File: src/rtl/ysyx_23060278_wbu_if.sv
// ysyx_23060278_wbu_if: retire, load-response, GPR-write and scoreboard-query signals of the writeback unit
interface ysyx_23060278_wbu_if #(
  parameter int XLEN = 32,
  parameter int NREG = 32
);
  localparam int RW = $clog2(NREG);
  logic            in_valid;
  logic            in_ready;
  logic [RW-1:0]   in_rd;
  logic            in_wen;
  logic            in_is_load;
  logic [2:0]      in_funct3;
  logic [1:0]      in_addr_lo;
  logic [XLEN-1:0] in_alu_data;
  logic            mem_rvalid;
  logic            mem_rready;
  logic [XLEN-1:0] mem_rdata;
  logic            gpr_w_en;
  logic [RW-1:0]   gpr_rd;
  logic [XLEN-1:0] gpr_w_data;
  logic [RW-1:0]   q_rs1;
  logic [RW-1:0]   q_rs2;
  logic            q_rs1_busy;
  logic            q_rs2_busy;
  logic            retire;
  modport master (
    input  in_valid, in_rd, in_wen, in_is_load, in_funct3, in_addr_lo, in_alu_data,
           mem_rvalid, mem_rdata, q_rs1, q_rs2,
    output in_ready, mem_rready, gpr_w_en, gpr_rd, gpr_w_data, q_rs1_busy, q_rs2_busy, retire
  );
  modport slave (
    output in_valid, in_rd, in_wen, in_is_load, in_funct3, in_addr_lo, in_alu_data,
           mem_rvalid, mem_rdata, q_rs1, q_rs2,
    input  in_ready, mem_rready, gpr_w_en, gpr_rd, gpr_w_data, q_rs1_busy, q_rs2_busy, retire
  );
endinterface

File: src/rtl/ysyx_23060278_wbu.sv
// ysyx_23060278_wbu: writeback unit driving the GPR write port with a RAW-hazard scoreboard
module ysyx_23060278_wbu #(
  parameter int XLEN = 32,
  parameter int NREG = 32
) (
  input logic clk,
  input logic rst,
  ysyx_23060278_wbu_if.master bus
);
  localparam int RW = $clog2(NREG);
  typedef enum logic [1:0] {IDLE, WAIT_MEM, COMMIT} state_t;
  state_t          state, state_next;
  logic [RW-1:0]   rd;
  logic            wen, is_load;
  logic [2:0]      funct3;
  logic [1:0]      addr_lo;
  logic [XLEN-1:0] alu_data, load_data, ext;
  logic [NREG-1:0] sb, sb_next;
  logic [7:0]      lb;
  logic [15:0]     lh;
  logic            accept;
  assign accept = bus.in_valid & bus.in_ready;
  // state register
  always_ff @(posedge clk or posedge rst)
    if (rst) state <= IDLE;
    else state <= state_next;
  // next state: an accept always wins; WAIT_MEM leaves only on load data
  always_comb
    state_next = accept ? (bus.in_is_load ? WAIT_MEM : COMMIT) :
                 state == WAIT_MEM ? (bus.mem_rvalid ? COMMIT : WAIT_MEM) : IDLE;
  // outputs are decoded from state and the latched fields, so commit data is stable for the whole cycle
  always_comb begin
    bus.in_ready   = state != WAIT_MEM;
    bus.mem_rready = state == WAIT_MEM;
    bus.retire     = state == COMMIT;
    bus.gpr_w_en   = bus.retire & wen & (|rd);
    bus.gpr_rd     = rd;
    bus.gpr_w_data = is_load ? load_data : alu_data;
    bus.q_rs1_busy = sb[bus.q_rs1] & (|bus.q_rs1);
    bus.q_rs2_busy = sb[bus.q_rs2] & (|bus.q_rs2);
  end
  // byte/half extraction from the aligned word using the latched load type and offset
  always_comb begin
    lb  = bus.mem_rdata[{addr_lo, 3'b000} +: 8];
    lh  = bus.mem_rdata[{addr_lo[1], 4'b0000} +: 16];
    ext = funct3 == 3'b000 ? {{(XLEN-8){lb[7]}}, lb} :
          funct3 == 3'b001 ? {{(XLEN-16){lh[15]}}, lh} :
          funct3 == 3'b100 ? {{(XLEN-8){1'b0}}, lb} :
          funct3 == 3'b101 ? {{(XLEN-16){1'b0}}, lh} : bus.mem_rdata;
  end
  // scoreboard update: clear on commit first, then a new writer to the same index sets it again
  always_comb begin
    sb_next = sb;
    if (state == COMMIT) sb_next[rd] = 1'b0;
    if (accept && bus.in_wen && |bus.in_rd) sb_next[bus.in_rd] = 1'b1;
  end
  // latched instruction fields, load data and scoreboard bits
  always_ff @(posedge clk or posedge rst)
    if (rst) begin
      rd        <= '0;
      wen       <= 1'b0;
      is_load   <= 1'b0;
      funct3    <= '0;
      addr_lo   <= '0;
      alu_data  <= '0;
      load_data <= '0;
      sb        <= '0;
    end else begin
      if (accept) begin
        rd       <= bus.in_rd;
        wen      <= bus.in_wen;
        is_load  <= bus.in_is_load;
        funct3   <= bus.in_funct3;
        addr_lo  <= bus.in_addr_lo;
        alu_data <= bus.in_alu_data;
      end
      if (state == WAIT_MEM && bus.mem_rvalid) load_data <= ext;
      sb <= sb_next;
    end
endmodule

File: src/flat_wrapper.sv
// flat-port wrapper written by rule: the top's interface ports become plain ports
module ysyx_23060278_wbu_flat 
#(
  parameter int XLEN = 32,
  parameter int NREG = 32
)
  (clk, rst, bus_in_valid, bus_in_rd, bus_in_wen, bus_in_is_load, bus_in_funct3, bus_in_addr_lo, bus_in_alu_data, bus_mem_rvalid, bus_mem_rdata, bus_q_rs1, bus_q_rs2, bus_in_ready, bus_mem_rready, bus_gpr_w_en, bus_gpr_rd, bus_gpr_w_data, bus_q_rs1_busy, bus_q_rs2_busy, bus_retire);
  ysyx_23060278_wbu_if #(.XLEN(XLEN), .NREG(NREG)) bus_i ();
  input logic clk;
  input logic rst;
  input wire logic [$bits(bus_i.in_valid)-1:0] bus_in_valid;
  input wire logic [$bits(bus_i.in_rd)-1:0] bus_in_rd;
  input wire logic [$bits(bus_i.in_wen)-1:0] bus_in_wen;
  input wire logic [$bits(bus_i.in_is_load)-1:0] bus_in_is_load;
  input wire logic [$bits(bus_i.in_funct3)-1:0] bus_in_funct3;
  input wire logic [$bits(bus_i.in_addr_lo)-1:0] bus_in_addr_lo;
  input wire logic [$bits(bus_i.in_alu_data)-1:0] bus_in_alu_data;
  input wire logic [$bits(bus_i.mem_rvalid)-1:0] bus_mem_rvalid;
  input wire logic [$bits(bus_i.mem_rdata)-1:0] bus_mem_rdata;
  input wire logic [$bits(bus_i.q_rs1)-1:0] bus_q_rs1;
  input wire logic [$bits(bus_i.q_rs2)-1:0] bus_q_rs2;
  output wire logic [$bits(bus_i.in_ready)-1:0] bus_in_ready;
  output wire logic [$bits(bus_i.mem_rready)-1:0] bus_mem_rready;
  output wire logic [$bits(bus_i.gpr_w_en)-1:0] bus_gpr_w_en;
  output wire logic [$bits(bus_i.gpr_rd)-1:0] bus_gpr_rd;
  output wire logic [$bits(bus_i.gpr_w_data)-1:0] bus_gpr_w_data;
  output wire logic [$bits(bus_i.q_rs1_busy)-1:0] bus_q_rs1_busy;
  output wire logic [$bits(bus_i.q_rs2_busy)-1:0] bus_q_rs2_busy;
  output wire logic [$bits(bus_i.retire)-1:0] bus_retire;
  assign bus_i.in_valid = bus_in_valid;
  assign bus_i.in_rd = bus_in_rd;
  assign bus_i.in_wen = bus_in_wen;
  assign bus_i.in_is_load = bus_in_is_load;
  assign bus_i.in_funct3 = bus_in_funct3;
  assign bus_i.in_addr_lo = bus_in_addr_lo;
  assign bus_i.in_alu_data = bus_in_alu_data;
  assign bus_i.mem_rvalid = bus_mem_rvalid;
  assign bus_i.mem_rdata = bus_mem_rdata;
  assign bus_i.q_rs1 = bus_q_rs1;
  assign bus_i.q_rs2 = bus_q_rs2;
  assign bus_in_ready = bus_i.in_ready;
  assign bus_mem_rready = bus_i.mem_rready;
  assign bus_gpr_w_en = bus_i.gpr_w_en;
  assign bus_gpr_rd = bus_i.gpr_rd;
  assign bus_gpr_w_data = bus_i.gpr_w_data;
  assign bus_q_rs1_busy = bus_i.q_rs1_busy;
  assign bus_q_rs2_busy = bus_i.q_rs2_busy;
  assign bus_retire = bus_i.retire;
  ysyx_23060278_wbu #(.XLEN(XLEN), .NREG(NREG)) u_core (.clk(clk), .rst(rst), .bus(bus_i));
endmodule
File: config.mk
export PLATFORM = sky130hd
export DESIGN_NAME = ysyx_23060278_wbu_flat
export DESIGN_NICKNAME = d
export VERILOG_FILES = /design/src/rtl/ysyx_23060278_wbu_if.sv /design/src/rtl/ysyx_23060278_wbu.sv /design/src/flat_wrapper.sv
export SDC_FILE = /design/constraint.sdc
export NUM_CORES = 1
export LEC_CHECK = 0
export CAP_MARGIN = 5
export CORE_ASPECT_RATIO = 0.9
export CORE_UTILIZATION = 25
export DETAILED_ROUTE_END_ITERATION = 7
export PLACE_DENSITY_LB_ADDON = 0.08
export SLEW_MARGIN = 20
export SYNTH_ARGS = -nofsm -noshare
export SYNTH_HDL_FRONTEND = slang
export SYNTH_SLANG_ARGS = --single-unit
File: constraint.sdc
create_clock -name clk -period 4.66 [get_ports clk]
set_input_delay 0.699 -clock clk [delete_from_list [all_inputs] [get_ports clk]]
set_output_delay 0.699 -clock clk [all_outputs]
set_load 0.05 [all_outputs]
After elaboration in Yosys (flattened, before gate mapping)

Index checks and enable logic that the tools add are counted.

Memory bits (read-only): 0
RAM bits: 0
Memories: 0
Latch bits: 0
Register bits after elaboration: 110
Word-level logic and storage cells: 60
Input bits: 90
Output and inout bits: 43

Mux-type cells: 19
Div/mod/pow operators: 0
Equality and inequality tests: 6
Add/sub/neg operators: 0
$mul: 0
Shift operators: 2
Reduce and logical (&&, ||, !) cells: 10
Bitwise logic cells: 8
$lt $le $gt $ge: 6

Operators by type and width:

| cell                 | number |
|---|---|
| $mux W32             | 7 |
| $and A32 B32 Y32     | 1 |
| $not A32 Y32         | 1 |
| $or A32 B32 Y32      | 1 |
| $shiftx A32 B6 Y16   | 1 |
| $shiftx A32 B6 Y8    | 1 |
| $lt A5 B6 Y1 const B | 4 |
| $reduce_or A5 Y1     | 4 |
| $bmux W1 S5          | 2 |
| $demux W1 S5         | 2 |
| $ge A5 B1 Y1 const B | 2 |
| $mux W2              | 4 |
| $eq A3 B3 Y1 const B | 2 |
| $and A1 B1 Y1        | 5 |
| $logic_and A1 B1 Y1  | 5 |
| $mux W1              | 4 |
| $eq A3 B1 Y1 const B | 1 |
| $logic_not A3 Y1     | 1 |
| $eq A2 B1 Y1 const B | 1 |
| $eq A2 B2 Y1 const B | 1 |
| $ne A2 B1 Y1 const B | 1 |

Depth between registers and ports, before layout

Word-level depth: 9
Depth in mapped cells: 8
Depth with buffers taken out: 5

Least setup slack after synthesis

OpenSTA, ideal clock, no wires.

Path kind: input-to-output
Start point: input port bus_q_rs1[0]
End point: output port bus_q_rs1_busy
Required time: 3,961 ps
Path slack: 1,622 ps
Stages: 5
Path buffers: 1
Arrival: 2,339 ps
Cell sequence: buf_2 mux4_2 mux2i_1 a211o_1 o211ai_1

Word-level cells in the longest chain between the ends: 3
Elaborated cells on any way between the ends: 4
Classes of those cells: 2 x mux; 1 x bitwise; 1 x reduce/logical

RTL lines:

| what                          | RTL line                | RTL |
|---|---|---|
| start: declaration            | flat_wrapper.sv:20      | `input wire logic [$bits(bus_i.q_rs1)-1:0] bus_q_rs1;` |
| $bmux W1 S5                   | ysyx_23060278_wbu.sv:39 | `bus.q_rs1_busy = sb[bus.q_rs1] & (\|bus.q_rs1);` |
| $mux W1 (not written as such) | ysyx_23060278_wbu.sv:39 |  |
| $and A1 B1 Y1 (*)             | ysyx_23060278_wbu.sv:39 |  |
| end: declaration              | flat_wrapper.sv:27      | `output wire logic [$bits(bus_i.q_rs1_busy)-1:0] bus_q_rs1_busy;` |

Mark *: on every way between the ends. The rest lies on a longest branch, timed or not. The select of a mux whose other input is x is not followed.

Worst setup path in the final report

Same ends and word-level chain as after synthesis.

==> results by group <==
Clocking
  • Total CTS buffers: 9
  • CTS-repair resized insts: 0
  • Clock buffer depth: 2
  • Worst-path clk slew: roughly 0.080 ns
  • Clock Latency Late Sink: between 0.3 and 0.4 ns
  • Number of H-tree levels: 3
  • Clock sinks: 110
  • Post-CTS setup buffers: 0
  • TritonCTS clock tree: done
  • Root buf cell: clkbuf_16
  • Cts hold-fix bufs: 0

Finish
  • Diode count: 0
  • Area growth syn-to-layout: 32.53%
  • Filler cells: approximately 2,300
  • Share of cells above drive strength 1: 0.1236
  • Final Util: 0.3377
  • Layout Nets: roughly 790

Power and ir drop
  • Sequential share of power: 0.410
  • Net Sw Frac: 0.3936
  • Comb pwr share: 0.377
  • Leakage power: about 0.0031 µW
  • Total internal power: about 2300 µW
  • Switching Power: between 1000 and 1500 µW
  • Clock share of power: 0.213
  • Pwr dens: approximately 490 nW/µm²
  • Pwr Total: ~3700 µW
  • Max rail drop VDD: ~0.22 mV

Routing
  • Antenna-violating nets left: 0
  • Vias per inst: 4.916
  • Avg WL per Cell: ~19 µm
  • Final WL: about 19,000 µm
  • Initial DRC count: between 400 and 500
  • DR vias: just under 5,000
  • First-pass DRT Iterations: 5
  • Post-route DRC: 0

STA
  • Tmin final: ~4 ns
  • Final Skew: approximately 0.013 ns
  • Worst slew margin: 0.3466
  • Final setup vio count: 0
  • Fin. Hold Viols: 0
  • Worst slew pin tran: 0.9801 ns
  • Unrepaired setup endpoints after global routing: no
  • Setup TNS: 0 ns
  • Final Slew Violations: 0
  • Hold WS: approximately 0.47 ns
  • Fmax: around 0.26 GHz
  • Final Cycle Share: 0.8377

Synthesis
  • Number of synthesized register bits: 110
  • Synth area leader: dfrtp_1
  • Syn_nets: 682
  • Post-synth top area share: 0.4813
  • Top FF cell, synth: dfrtp_1
  • Synth unique cells: just over 40
  • Asr flop ratio synth: 1.000
  • Mean post-synth cell area: ~9.7 µm²
  • EDFF count, synth: 0
  • Synth area leaders: dfrtp_1 (48%), nand2_1 (11%), mux2_2 (8.3%), o21ai_0 (6.4%), mux4_2 (6.3%)
  • Netlist Area Pre-Place: ~5700 µm²
  • YS warnings: 0
  • Gate Count Post-Synth: about 590
  • Sequential cell area fraction in the yosys report: 0.4813

Floorplanning
  • Placement row count: between 50 and 60
  • Die area: ~23,000 µm²
  • Die Width: about 160 µm
  • Die Ht: 145.5 µm
  • Core Area: roughly 22,000 µm²
  • # IOs: 133
  • Initial core utilization: 0.2548

Critical path
  • CP max-delay cell: clkdlybuf4s50_1
  • CP dominant cell by count: clkdlybuf4s50_1
  • Max stage delay on crit path: a little under 0.8 ns
  • Critical path startpoint category: input port
  • Crit path buf inv count: 2
  • Crit path DAT: between 3 and 4 ns
  • Cells along the critical path: clkdlybuf4s50_1 > mux4_2 > mux2_2 > nand3_1 > o211ai_1 > clkdlybuf4s50_1
  • CP endpoint kind: output port
  • Critical path data required time: between 3 and 4 ns
  • Worst Path Max Fanout: 9
  • Kind of critical path: input port to output port
  • Crit-path leading delay family: buffers and inverters

Place
  • DP HPWL: 14,200 µm
  • Port bufs: around 130
  • Final GP Congestion: slightly below 0.9

Global routing
  • Largest net degree at the start of global routing: slightly below 60
  • Vias in the first global route: around 4,900
  • Total track usage: 0.1691
  • Initial antenna violation count: 0
  • GRT Residual Overflow: 0
  • First-pass GRT wire length: roughly 30,000 µm

Hold path
  • HP Class: register to register

Job
  • Max cap viols: 0

Status
  • Status: complete, no violations
## cells by family (layout without fill, tap and decap cells)
family,count (synthesis),in the layout,synth area share
and+or+nand+nor,246,246,0.1886
AOI/OAI and AO/OA,126,126,0.1407
DFF,110,110,0.4813
muxes,63,63,0.1545
buffers and inverters,47,159,0.03500
## sequential cells by signal (all words and copies together) (netlist names)
signal / cells
u_core.bus.gpr_rd: 5
u_core.state: 2
u_core.wen: 1
u_core.is_load: 1
u_core.addr_lo: 2
u_core.alu_data: 32
u_core.funct3: 3
u_core.sb: 32
u_core.load_data: 32
## cell type report
cell class              count  area [µm²]  share of cell area
flip-flops and latches    110        2753              0.3632
multi-input cells         435        2770              0.3655
clock inverters             4       35.03            0.004622
inverters                   6       25.02            0.003301
well taps                 297       371.6             0.04903
repair buffers            137        1359              0.1793
clock buffers              12       266.5             0.03516
## layout by cell type (no fill, tap or decap), drive strengths merged, types with 2 or more instances in the layout
master,n
nand2,164
clkdlybuf4s50,132
dfrtp,110
o21ai,73
mux2,42
nand3,39
mux4,16
o22a,14
a22o,12
clkbuf,12
nor2,11
inv,10
nand3b,8
nor2b,8
o22ai,7
o31ai,6
mux2i,5
buf,5
nand2b,4
a211oi,3
or3b,2
a21o,2
nand4,2
and2,2
or2,2
o211ai,2
## through the flow
stage          cells  instance area, µm²  worst slack (ns)
2_1_floorplan    592                5719             1.059
3_3_place_gp     985                7276            0.7806
3_5_place_dp     985                7276            0.7489
4_1_cts         1001                7577            0.7387
5_1_grt         1001                7580            0.5857
6_report        1001                7580            0.7563
## synthesized netlist by cell type (all sizes together) (3+ instances only)
library cell,count
o22a,14
mux2,42
o31ai,6
mux2i,5
a22o,12
dfrtp,110
buf,10
a211oi,3
mux4,16
nand3,39
nand2,164
o22ai,7
nor2,11
o21ai,73
nor2b,8
clkbuf,31
nand3b,8
nand2b,4
inv,6
## worst min-delay path, delay by kind of cell (launching register included)
family,cells,cell delay [ns]
DFF,1,0.34
and+or+nand+nor,2,0.10
## power by group through the flow
stage / logic, µW / registers (µW) / clock network (µW)
floorplan: 1020 / 1380 / 0
global placement: 1400 / 1540 / 0
detailed placement: 1410 / 1530 / 0
CTS: 1420 / 1520 / 825
global route: 1520 / 1550 / 863
finish: 1400 / 1530 / 792
## final timing paths
path,slack [ns],end,start,depth (start not counted)
setup / recovery,0.76,bus_q_rs1_busy,bus_q_rs1[0],6
hold reg to reg,0.47,u_core.alu_data[16],u_core.alu_data[16],2
hold / removal,0.47,u_core.alu_data[16],u_core.alu_data[16],2
min in group asynchronous,0.81,u_core.alu_data[1],rst,2
setup reg to reg,2.47,u_core.load_data[22],u_core.state[1],5
max in group asynchronous,2.95,u_core.bus.gpr_rd[3],rst,3
## per-layer routing
metal	global-route usage	vias up	share of wire	wire (µm)
met5	0	-	0	0
met4	0.03632	0	0.0098	190
met3	0.04560	16	0.074	1424
met2	0.2394	191	0.43	8328
met1	0.2543	2413	0.49	9423
li1	-	2301	-	-
Note: power is estimated with default switching activity, not from simulation.
